## src/rtl/lsu_pkg.sv

```systemverilog
// Shared types and constants for the load/store unit: FSM states, the data
// memory's size codes, mcause values and RISC-V load/store funct3 encodings.
package lsu_pkg;

  typedef enum logic [1:0] {
    IDLE = 2'd0,
    ACC  = 2'd1,
    RESP = 2'd2
  } lsu_state_t;

  // Data memory size codes; bit 2 asks the memory to sign-extend
  localparam logic [2:0] SZ_B    = 3'b000;
  localparam logic [2:0] SZ_H    = 3'b001;
  localparam logic [2:0] SZ_W    = 3'b010;
  localparam logic [2:0] SZ_BS   = 3'b100;
  localparam logic [2:0] SZ_HS   = 3'b101;
  localparam logic [2:0] SZ_NONE = 3'b011;

  localparam logic [3:0] CAUSE_ILLEGAL     = 4'd2;
  localparam logic [3:0] CAUSE_LD_MISALIGN = 4'd4;
  localparam logic [3:0] CAUSE_LD_FAULT    = 4'd5;
  localparam logic [3:0] CAUSE_ST_MISALIGN = 4'd6;
  localparam logic [3:0] CAUSE_ST_FAULT    = 4'd7;

  localparam logic [2:0] F3_B  = 3'b000;
  localparam logic [2:0] F3_H  = 3'b001;
  localparam logic [2:0] F3_W  = 3'b010;
  localparam logic [2:0] F3_BU = 3'b100;
  localparam logic [2:0] F3_HU = 3'b101;

  // Offset of the last byte touched by an access of the given width
  function automatic logic [1:0] accessSpan(input logic [1:0] width);
    logic [1:0] span;
    span = 2'd0;
    case (width)
      2'b01:   span = 2'd1;
      2'b10:   span = 2'd3;
      default: span = 2'd0;
    endcase
    return span;
  endfunction

endpackage

```

## src/rtl/lsu_decode.sv

```systemverilog
// Combinational request decode: funct3/we/addr to memory size code plus the
// exception flag and mcause. Defining LSU_BOUNDS_CHECK_EN adds an access-fault
// check against MEM_BYTES (lowest priority after illegal and misaligned).
module lsu_decode
  import lsu_pkg::*;
#(
  parameter int MEM_BYTES = 4096,
  parameter int ADDR_W    = 32
) (
  input  logic              i_we,
  input  logic [2:0]        i_funct3,
  input  logic [ADDR_W-1:0] i_addr,
  output logic [2:0]        o_size,
  output logic              o_exc,
  output logic [3:0]        o_cause
);

`ifdef LSU_BOUNDS_CHECK_EN
  localparam logic BOUNDS_EN = 1'b1;
`else
  localparam logic BOUNDS_EN = 1'b0;
`endif

  logic            w_illegal;
  logic            w_misaligned;
  logic            w_outOfRange;
  logic [ADDR_W:0] w_lastByte;

  // Classify the access, pick the size code and resolve exception priority
  always_comb begin
    w_illegal    = i_we ? (i_funct3 >= 3'b011)
                        : (i_funct3 == 3'b011 || i_funct3[2:1] == 2'b11);
    w_misaligned = 1'b0;
    case (i_funct3[1:0])
      2'b01:   w_misaligned = i_addr[0];
      2'b10:   w_misaligned = |i_addr[1:0];
      default: w_misaligned = 1'b0;
    endcase
    w_lastByte   = {1'b0, i_addr} + (ADDR_W+1)'(accessSpan(i_funct3[1:0]));
    w_outOfRange = BOUNDS_EN && (w_lastByte >= (ADDR_W+1)'(MEM_BYTES));

    o_size = SZ_NONE;
    case ({i_we, i_funct3})
      {1'b0, F3_B}:  o_size = SZ_BS;
      {1'b0, F3_H}:  o_size = SZ_HS;
      {1'b0, F3_W}:  o_size = SZ_W;
      {1'b0, F3_BU}: o_size = SZ_B;
      {1'b0, F3_HU}: o_size = SZ_H;
      {1'b1, F3_B}:  o_size = SZ_B;
      {1'b1, F3_H}:  o_size = SZ_H;
      {1'b1, F3_W}:  o_size = SZ_W;
      default:       o_size = SZ_NONE;
    endcase

    o_exc   = w_illegal | w_misaligned | w_outOfRange;
    o_cause = 4'd0;
    if (w_illegal) begin
      o_cause = CAUSE_ILLEGAL;
    end else if (w_misaligned) begin
      o_cause = i_we ? CAUSE_ST_MISALIGN : CAUSE_LD_MISALIGN;
    end else if (w_outOfRange) begin
      o_cause = i_we ? CAUSE_ST_FAULT : CAUSE_LD_FAULT;
    end
  end

endmodule

```

## src/rtl/lsu.sv

```systemverilog
// Load/store unit between MEM and the byte-addressed data memory. One request
// per handshake: accept (IDLE), one-cycle memory access (ACC), registered
// response held until consumed (RESP). Optional bounds check: LSU_BOUNDS_CHECK_EN.
module lsu
  import lsu_pkg::*;
#(
  parameter int MEM_BYTES = 4096,
  parameter int ADDR_W    = 32
) (
  input  logic              clk,
  input  logic              rstN,
  input  logic              reqValid,
  output logic              reqReady,
  input  logic              reqWe,
  input  logic [2:0]        reqFunct3,
  input  logic [ADDR_W-1:0] reqAddr,
  input  logic [31:0]       reqWData,
  input  logic [4:0]        reqRd,
  output logic              rspValid,
  input  logic              rspReady,
  output logic [31:0]       rspData,
  output logic [4:0]        rspRd,
  output logic              rspRdWe,
  output logic              rspExc,
  output logic [3:0]        rspCause,
  output logic [ADDR_W-1:0] memAddr,
  output logic [31:0]       memWData,
  output logic [2:0]        memSize,
  output logic              memWEn,
  input  logic [31:0]       memRData,
  output logic              busy
);

  lsu_state_t        r_state;
  lsu_state_t        w_nextState;

  logic              r_we;
  logic [ADDR_W-1:0] r_addr;
  logic [31:0]       r_wdata;
  logic [4:0]        r_rd;
  logic [2:0]        r_size;
  logic              r_exc;
  logic [3:0]        r_cause;

  logic [31:0]       r_rspData;
  logic [4:0]        r_rspRd;
  logic              r_rspRdWe;
  logic              r_rspExc;
  logic [3:0]        r_rspCause;

  logic [2:0]        w_size;
  logic              w_exc;
  logic [3:0]        w_cause;

  lsu_decode #(
    .MEM_BYTES(MEM_BYTES),
    .ADDR_W   (ADDR_W)
  ) u_decode (
    .i_we    (reqWe),
    .i_funct3(reqFunct3),
    .i_addr  (reqAddr),
    .o_size  (w_size),
    .o_exc   (w_exc),
    .o_cause (w_cause)
  );

  // State register; reset drops any in-flight transaction
  always_ff @(posedge clk) begin
    if (!rstN) r_state <= IDLE;
    else       r_state <= w_nextState;
  end

  // Next state and handshake/memory strobes; the write strobe is gated by
  // reset so an access interrupted by reset never lands in memory
  always_comb begin
    w_nextState = r_state;
    reqReady    = 1'b0;
    rspValid    = 1'b0;
    busy        = 1'b1;
    memSize     = SZ_NONE;
    memWEn      = 1'b0;
    case (r_state)
      IDLE: begin
        reqReady = 1'b1;
        busy     = 1'b0;
        if (reqValid) w_nextState = ACC;
      end
      ACC: begin
        memSize     = r_size;
        memWEn      = r_we & ~r_exc & rstN;
        w_nextState = RESP;
      end
      RESP: begin
        rspValid = 1'b1;
        if (rspReady) w_nextState = IDLE;
      end
      default: w_nextState = IDLE;
    endcase
  end

  // Latch the accepted request together with its decode result
  always_ff @(posedge clk) begin
    if (!rstN) begin
      r_we    <= 1'b0;
      r_addr  <= '0;
      r_wdata <= '0;
      r_rd    <= '0;
      r_size  <= SZ_NONE;
      r_exc   <= 1'b0;
      r_cause <= '0;
    end else if (r_state == IDLE && reqValid) begin
      r_we    <= reqWe;
      r_addr  <= reqAddr;
      r_wdata <= reqWData;
      r_rd    <= reqRd;
      r_size  <= w_size;
      r_exc   <= w_exc;
      r_cause <= w_cause;
    end
  end

  // Build the response during the access cycle; it then holds through RESP
  always_ff @(posedge clk) begin
    if (!rstN) begin
      r_rspData  <= '0;
      r_rspRd    <= '0;
      r_rspRdWe  <= 1'b0;
      r_rspExc   <= 1'b0;
      r_rspCause <= '0;
    end else if (r_state == ACC) begin
      r_rspExc   <= r_exc;
      r_rspCause <= r_cause;
      r_rspRdWe  <= ~r_we & ~r_exc;
      r_rspRd    <= r_we ? 5'd0 : r_rd;
      if (r_exc)     r_rspData <= 32'(r_addr);
      else if (r_we) r_rspData <= 32'd0;
      else           r_rspData <= memRData;
    end
  end

  assign memAddr  = r_addr;
  assign memWData = r_wdata;
  assign rspData  = r_rspData;
  assign rspRd    = r_rspRd;
  assign rspRdWe  = r_rspRdWe;
  assign rspExc   = r_rspExc;
  assign rspCause = r_rspCause;

endmodule

```

## config.mk

```make
export PLATFORM = sky130hd
export DESIGN_NAME = lsu
export DESIGN_NICKNAME = d
export VERILOG_FILES = /design/src/rtl/lsu_pkg.sv /design/src/rtl/lsu_decode.sv /design/src/rtl/lsu.sv
export SDC_FILE = /design/constraint.sdc
export NUM_CORES = 1
export LEC_CHECK = 0
export BUFFER_PORTS_ARGS = -buffer_cell sky130_fd_sc_hd__buf_4
export CAP_MARGIN = 40
export CORE_MARGIN = 4
export CORE_UTILIZATION = 50
export DETAILED_ROUTE_END_ITERATION = 10
export PLACE_DENSITY = 0.85
export SKIP_LAST_GASP = 1
export SLEW_MARGIN = 10
export SYNTH_ARGS = -nofsm -noshare
export SYNTH_HDL_FRONTEND = slang
export SYNTH_SLANG_ARGS = --single-unit
```

## constraint.sdc

```tcl
create_clock -name clk -period 2.2 [get_ports clk]
set_clock_uncertainty 0.1 [all_clocks]
set_input_delay 0.22 -clock clk [delete_from_list [all_inputs] [get_ports clk]]
set_output_delay 0.22 -clock clk [all_outputs]
set_load 0.01 [all_outputs]
```

==> results of run 1 <==
-- critical path, delay by kind of cell, from the launching register on --
family / cells / cell delay (ps)
flops: 1 / 640
buf+inv: 2 / 520
simple gates: 1 / 100
-- metal layers --
| metal | vias to the layer above | track usage [%] |
|---|---|---|
| met2 | 313 | 59.1 |
| met4 | 0 | 18.6 |
| li1 | 2483 | - |
| met1 | 2497 | 32.1 |
| met3 | 90 | 10.1 |
| met5 | - | 0 |
-- flip-flops by register name (all words and copies together), names as in the netlist --
signal,count
rspCause,2
r_we,1
r_exc,1
rspRdWe,1
r_state,2
r_cause,2
r_size,3
memAddr,32
rspData,32
r_rd,5
rspExc,1
memWData,32
rspRd,5
-- through the flow --
| stage | hold slack [ps] | power (W) |
|---|---|---|
| after floorplan | 255 | 0.00277 |
| after global placement | 341 | 0.00317 |
| after detailed placement | 349 | 0.00320 |
| after CTS | 76.2 | 0.00597 |
| after global routing | 120 | 0.00622 |
| final | 109 | 0.00602 |
-- worst max path at each step --
stage                                       start                        end  slack (ps)  cells past startpoint
after floorplan           r_state[1]$_SDFFE_PN0P_                     memWEn         790                      4
after global placement    r_state[1]$_SDFFE_PN0P_   memWData[6]$_SDFFE_PN0P_         590                      5
after detailed placement  r_state[1]$_SDFFE_PN0P_  memWData[20]$_SDFFE_PN0P_         500                      5
after CTS                      r_exc$_SDFFE_PN0P_                     memWEn         140                      3
after global routing           r_exc$_SDFFE_PN0P_                     memWEn          20                      3
final                          r_exc$_SDFFE_PN0P_                     memWEn          90                      3
-- power groups by stage --
stage	Combinational (W)	Clock (W)	Sequential, W
floorplan	0.000327	0	0.00244
global placement	0.000770	0	0.00240
detailed placement	0.000790	0	0.00241
CTS	0.000950	0.00265	0.00237
global route	0.00106	0.00278	0.00239
finish	0.000988	0.00265	0.00238
-- Yosys cell counts --
cell type,count,share of area (%)
nand2_1,158,12
buf_4,4,0.63
a211oi_1,1,0.16
and2_1,2,0.26
dfxtp_1,119,50
nor3_1,1,0.10
inv_1,4,0.31
a21oi_1,3,0.31
nor2b_1,36,4.7
conb_1,1,0.078
ha_1,4,1.0
nor3_4,1,0.34
or4_1,1,0.16
o31ai_1,1,0.16
nor2_2,1,0.13
a21o_1,1,0.16
nand3b_1,6,0.94
o211ai_1,1,0.16
buf_2,18,1.9
a221oi_1,32,5.9
nand2b_1,3,0.39
clkbuf_1,23,1.8
o21a_1,1,0.16
and2b_1,1,0.16
mux2_2,1,0.24
clkbuf_2,1,0.10
a21boi_0,72,11
nand3_1,3,0.31
and3_1,32,4.2
nor2_1,2,0.16
a21boi_1,8,1.3
o21ai_0,4,0.42
-- cell type report --
type / count / area (sq um)
Clock buffer: 19 / 432
Fill cell: 463 / 1140
Sequential cell: 119 / 2380
Tap cell: 129 / 161
Antenna cell: 2 / 5.00
Timing Repair Buffer: 341 / 2830
Multi-Input combinational cell: 378 / 2190
Inverter: 4 / 15.0
Clock inverter: 10 / 131
-- repair_timing --
item	4_1_cts	5_1_grt
endpoints found under the hold margin	108	0
gates resized for setup	0	0
hold buffers	107	0
-- kinds of logic (layout without fill, tap and decap cells) --
logic type / after synthesis / count (layout)
adder cells (fa/ha/maj): 4 / 4
flip-flops: 119 / 119
AO/OA/AOI/OAI: 124 / 124
other: 1 / 4
multiplexers: 1 / 1
buffers and inverters: 50 / 374
AND/OR/NAND/NOR: 247 / 247
-- placed cells by master, fill, tap and decap left out, types with 2 or more instances in the layout --
master | netlist | routed
clkbuf_16 | 0 | 16
o21ai_0 | 4 | 4
ha_1 | 4 | 4
dlygate4sd3_1 | 0 | 107
buf_4 | 4 | 234
nor2_1 | 2 | 2
nand3_1 | 3 | 3
clkinv_2 | 0 | 5
a21boi_1 | 8 | 8
bufinv_16 | 0 | 3
a221oi_1 | 32 | 32
inv_1 | 4 | 4
nor2b_1 | 36 | 36
dfxtp_1 | 119 | 119
conb_1 | 1 | 2
a21boi_0 | 72 | 72
clkbuf_8 | 0 | 2
nand3b_1 | 6 | 6
nand2b_1 | 3 | 2
diode_2 | 0 | 2
a21oi_1 | 3 | 3
and3_1 | 32 | 32
nand2_1 | 158 | 157
==> flow_summary.toml, run 1 <==
[pwr]
p_sw_share_pct = 24.7
pwr-share-comb_pct = 16.4
powerDensity_nw_per_um2 = 739
irDropWorstVdd_mv = 0.647
leakage_nw = 3.66
p_sw_w = 0.00149
intPower_w = 0.00453
p_seq_share_pct = 39.5
pwr-share-clk_pct = 44.1

[grt]
grt_pass1_wl_mm = 28.8
grt_pass1_vias = 5688
grt.total_usage_pct = 32.4
grt_max_degree = 55
grt-ovfl-total = 0
antenna_found_initial = 0

[worst_setup_path]
cp-end-kind = "primary output"
crit_path_frequent_cell = "buf_4"
reg2reg_to = "r_size[2]$_SDFFE_PN0P_"
rr_worst_depth = 5
slowest_stage = "dfxtp_1"
crit_required_ps = 1880
path_cells = "buf_4 > nor3_1 > buf_4"
worstReg2RegStart = "r_state[1]$_SDFFE_PN0P_"
r2r_slack_ps = 300
max_stage_delay_ps = 640
path_class = "flop to primary output"
worstPathMaxFanout = 24
worstPathArrival_ps = 1790
cp-start-kind = "flop"

[route]
wirelength_met1_mm = 6.38
drtPass1Iterations = 6
detail_route.vias_per_cell = 5.37
routed.top_layer = "met4"
drc = 0
wl_met3_mm = 1.47
ant_nets = 0
wl_per_cell_um = 18.4
dr_wl_met2_mm = 9.54
drt-total-wl_mm = 18.4
vias = 5383
dr.first_iter.drc_count = 231

[place]
placed_cells_incl_taps = 864
dp_hpwl_mm = 10.1
gp_congestion = 0.781
post-place-ws_ps = 499
placed_cell_area_sq_um = 6500
portBuffers = 220

[sta]
hold_viol_final = 0
maxSlewViolCount = 0
final.min_clock_period_ps = 2110
slew_headroom_pct = 65.3
rsz0062_at_grt = "false"
tns_ps = 0
fin_crit_sh_pct = 95.7
max_clock_freq_mhz = 475
worst_pin_slew_ps = 520
finalSetupViolCount = 0
fin_ws_ps = 93.6

[synth]
ys_seq_elements = 119
synth.distinct_cells = 32
synthSimpleGateAreaFrac_pct = 24.2
yosysWarnings = 0
syn_area_sq_um = 4790
synthMuxAreaShare_pct = 0.235
synth_compound_area_share_pct = 19.9
synth_cells = 546
synth_top_family_by_area = "simple AND/OR/NAND/NOR gates"
synth_area_per_cell_sq_um = 8.77
synth_fa_ha_area_share_pct = 1.05
synthXorXnorAreaFrac_pct = 0
ys_seq_area_share_pct = 49.8

[layout]
finish.utilization_pct = 87.7
final_area_sq_um = 8140
area_growth_pct = 70.1
stdcell_count = 1002
final_nets = 974
drive_gt1_share_pct = 30.8

[floorplanning]
die_height_um = 106
rows = 35
die-area_sq_um = 11200
io_pins = 223
start_util_pct = 51.6
die_w_um = 106
fp.coreArea_sq_um = 9280

[clock_network]
cts_tree = "yes"
cts_buffers = 17
clockBufferDepth = 2
clk_latency_ps = 510
clock-sinks = 119
root_buffer = "clkbuf_8"
cts.clk_slew.worst_paths_ps = 50
postCtsSetupBuffers = 0
htree_levels = 4

[worst_hold_path]
hold_path_end = "rspRd[4]$_SDFFE_PN0N_"
worstHoldPathType = "primary input to flop"
holdPathStages = 2
hold_start = "rstN"

[outcome]
status = "finished clean"

[flow_run]
max_cap_viol_count = 0
No activity file was read; power rests on OpenSTA's default activity.
==> run 2: changes to the inputs <==
--- a/config.mk
+++ b/config.mk
@@ -8,9 +8,10 @@
 export BUFFER_PORTS_ARGS = -buffer_cell sky130_fd_sc_hd__buf_4
 export CAP_MARGIN = 40
 export CORE_MARGIN = 4
-export CORE_UTILIZATION = 50
+export CORE_UTILIZATION = 52
+export CTS_BUF_LIST = sky130_fd_sc_hd__clkbuf_8
 export DETAILED_ROUTE_END_ITERATION = 10
-export PLACE_DENSITY = 0.85
+export PLACE_DENSITY = 0.88
 export SKIP_LAST_GASP = 1
 export SLEW_MARGIN = 10
 export SYNTH_ARGS = -nofsm -noshare
==> flow_summary.toml, run 2 (synthesis results as in run 1) <==
[worst_setup_path]
cp-end-kind = "primary output"
worstPathMaxFanout = 21
max_stage_delay_ps = 740
cp-start-kind = "flop"
crit_path_start = "r_exc$_SDFFE_PN0P_"
crit_path_frequent_cell = "buf_4"
cp.buffers_inverters = 2
worstReg2RegStart = "r_state[1]$_SDFFE_PN0P_"
path_class = "flop to primary output"
reg2reg_to = "memAddr[24]$_SDFFE_PN0P_"
worstPathArrival_ps = 1760
path_cells = "buf_4 > nor3_1 > buf_4"
slowest_stage = "dfxtp_1"
crit_required_ps = 1880
r2r_slack_ps = 300
path_delay_family = "flip-flops"
rr_worst_depth = 5

[place]
gp_congestion = 0.790
dp_hpwl_mm = 10.2
placed_cell_area_sq_um = 6470
portBuffers = 220

[floorplanning]
start_util_pct = 54.1
rows = 34
fp.coreArea_sq_um = 8850
die_w_um = 104
io_pins = 223
die-area_sq_um = 10800
die_height_um = 104

[route]
drt-total-wl_mm = 18.3
drc = 0
wl_per_cell_um = 18.9
vias = 5381
drtPass1Iterations = 5
detail_route.vias_per_cell = 5.55
ant_nets = 0
dr.first_iter.drc_count = 314

[clock_network]
cts_resized = 0
cts.clk_slew.worst_paths_ps = 70
cts_buffers = 17
cts_tree = "yes"
clk_latency_ps = 410
ctsHoldBuffers = 99
htree_levels = 4
clock-sinks = 119
postCtsSetupBuffers = 0
clockBufferDepth = 2
root_buffer = "clkbuf_8"

[sta]
max_clock_freq_mhz = 480
worst_pin_slew_ps = 651
rsz0062_at_grt = "false"
final.min_clock_period_ps = 2080
maxSlewViolCount = 0
finalSetupViolCount = 0
fin_crit_sh_pct = 94.6
tns_ps = 0
slew_headroom_pct = 56.6
hold_viol_final = 0

[layout]
fillers = 421
final_area_sq_um = 7840
mostFrequentLayoutCells = "buf_4 (228), nand2_1 (157), dfxtp_1 (119)"
seqCellArea_sq_um = 2380
area_growth_pct = 63.7
drive_gt1_share_pct = 30.8
multi_input_area_sq_um = 2190
final_common_cell = "buf_4"
final_nets = 962

[pwr]
irDropWorstVdd_mv = 0.539
intPower_w = 0.00384
p_sw_w = 0.00138
powerDensity_nw_per_um2 = 666
p_sw_share_pct = 26.5
leakage_nw = 3.54
p_seq_share_pct = 45.5
pwr-share-clk_pct = 35.8
pwr-share-comb_pct = 18.7

[worst_hold_path]
worstHoldPathType = "primary input to flop"
hold_path_end = "r_state[1]$_SDFFE_PN0P_"
holdPathStages = 3
hold_start = "rspReady"

[flow_run]
max_cap_viol_count = 0

[grt]
grt_pass1_wl_mm = 29.5
grt.total_usage_pct = 33.7
grt-ovfl-total = 0
grt_max_degree = 76
grt_pass1_vias = 5740
antenna_found_initial = 1

[outcome]
status = "finished clean"
==> run 2: power by group through the flow <==
stage	Sequential [W]	Clock [W]	Combinational, W
final	0.00237	0.00187	0.000973
after floorplan	0.00244	0	0.000327
after global routing	0.00239	0.00198	0.00105
after global placement	0.00240	0	0.000765
after CTS	0.00237	0.00188	0.000935
after detailed placement	0.00241	0	0.000790
==> run 2: routing by layer <==
layer  GRT usage [%]  share of wire [%]  up-vias
li1                -                  -     2457
met1            34.5                 35     2528
met2            61.1                 52      302
met3            9.25                6.7       94
met4            19.8                6.2        0
met5               0                  0        -
==> run 2: how the worst max path moves through the flow <==
stage	endpoint	slack (ps)	depth (start not counted)
2_1_floorplan	memWEn	790	4
3_3_place_gp	memAddr[30]$_SDFFE_PN0P_	520	5
3_5_place_dp	memAddr[23]$_SDFFE_PN0P_	410	5
4_1_cts	memWEn	190	3
5_1_grt	memWEn	60	3
6_report	memWEn	120	3
==> run 2: final cells by class <==
class	instances	share of cell area, %
timing repair buffer	329	35.0
sequential	119	30.4
multi-input combinational	378	27.9
clock buffer	19	3.34
tap	108	1.72
clock inverter	11	1.39
inverter	4	0.192
antenna	1	0.0319
==> run 2: worst register-to-register path, cell delays in order (launching register included) <==
cell and delay (ps):
dfxtp_1 330, nor2_2 220, and2_2 510, buf_4 310, nand2_1 90, a21boi_0 240
==> run 2: through the flow <==
step                total power, W  instances  utilization, %  hold WS, ps  setup WS, ps
floorplan                  0.00277        547               -          255           788
global placement           0.00317        839            73.1          342           516
detailed placement         0.00320        839            73.1          352           412
CTS                        0.00518        968            88.5         2.84           188
global route               0.00541        969            88.6         8.91          63.3
finish                     0.00522        969            88.6         21.0           118
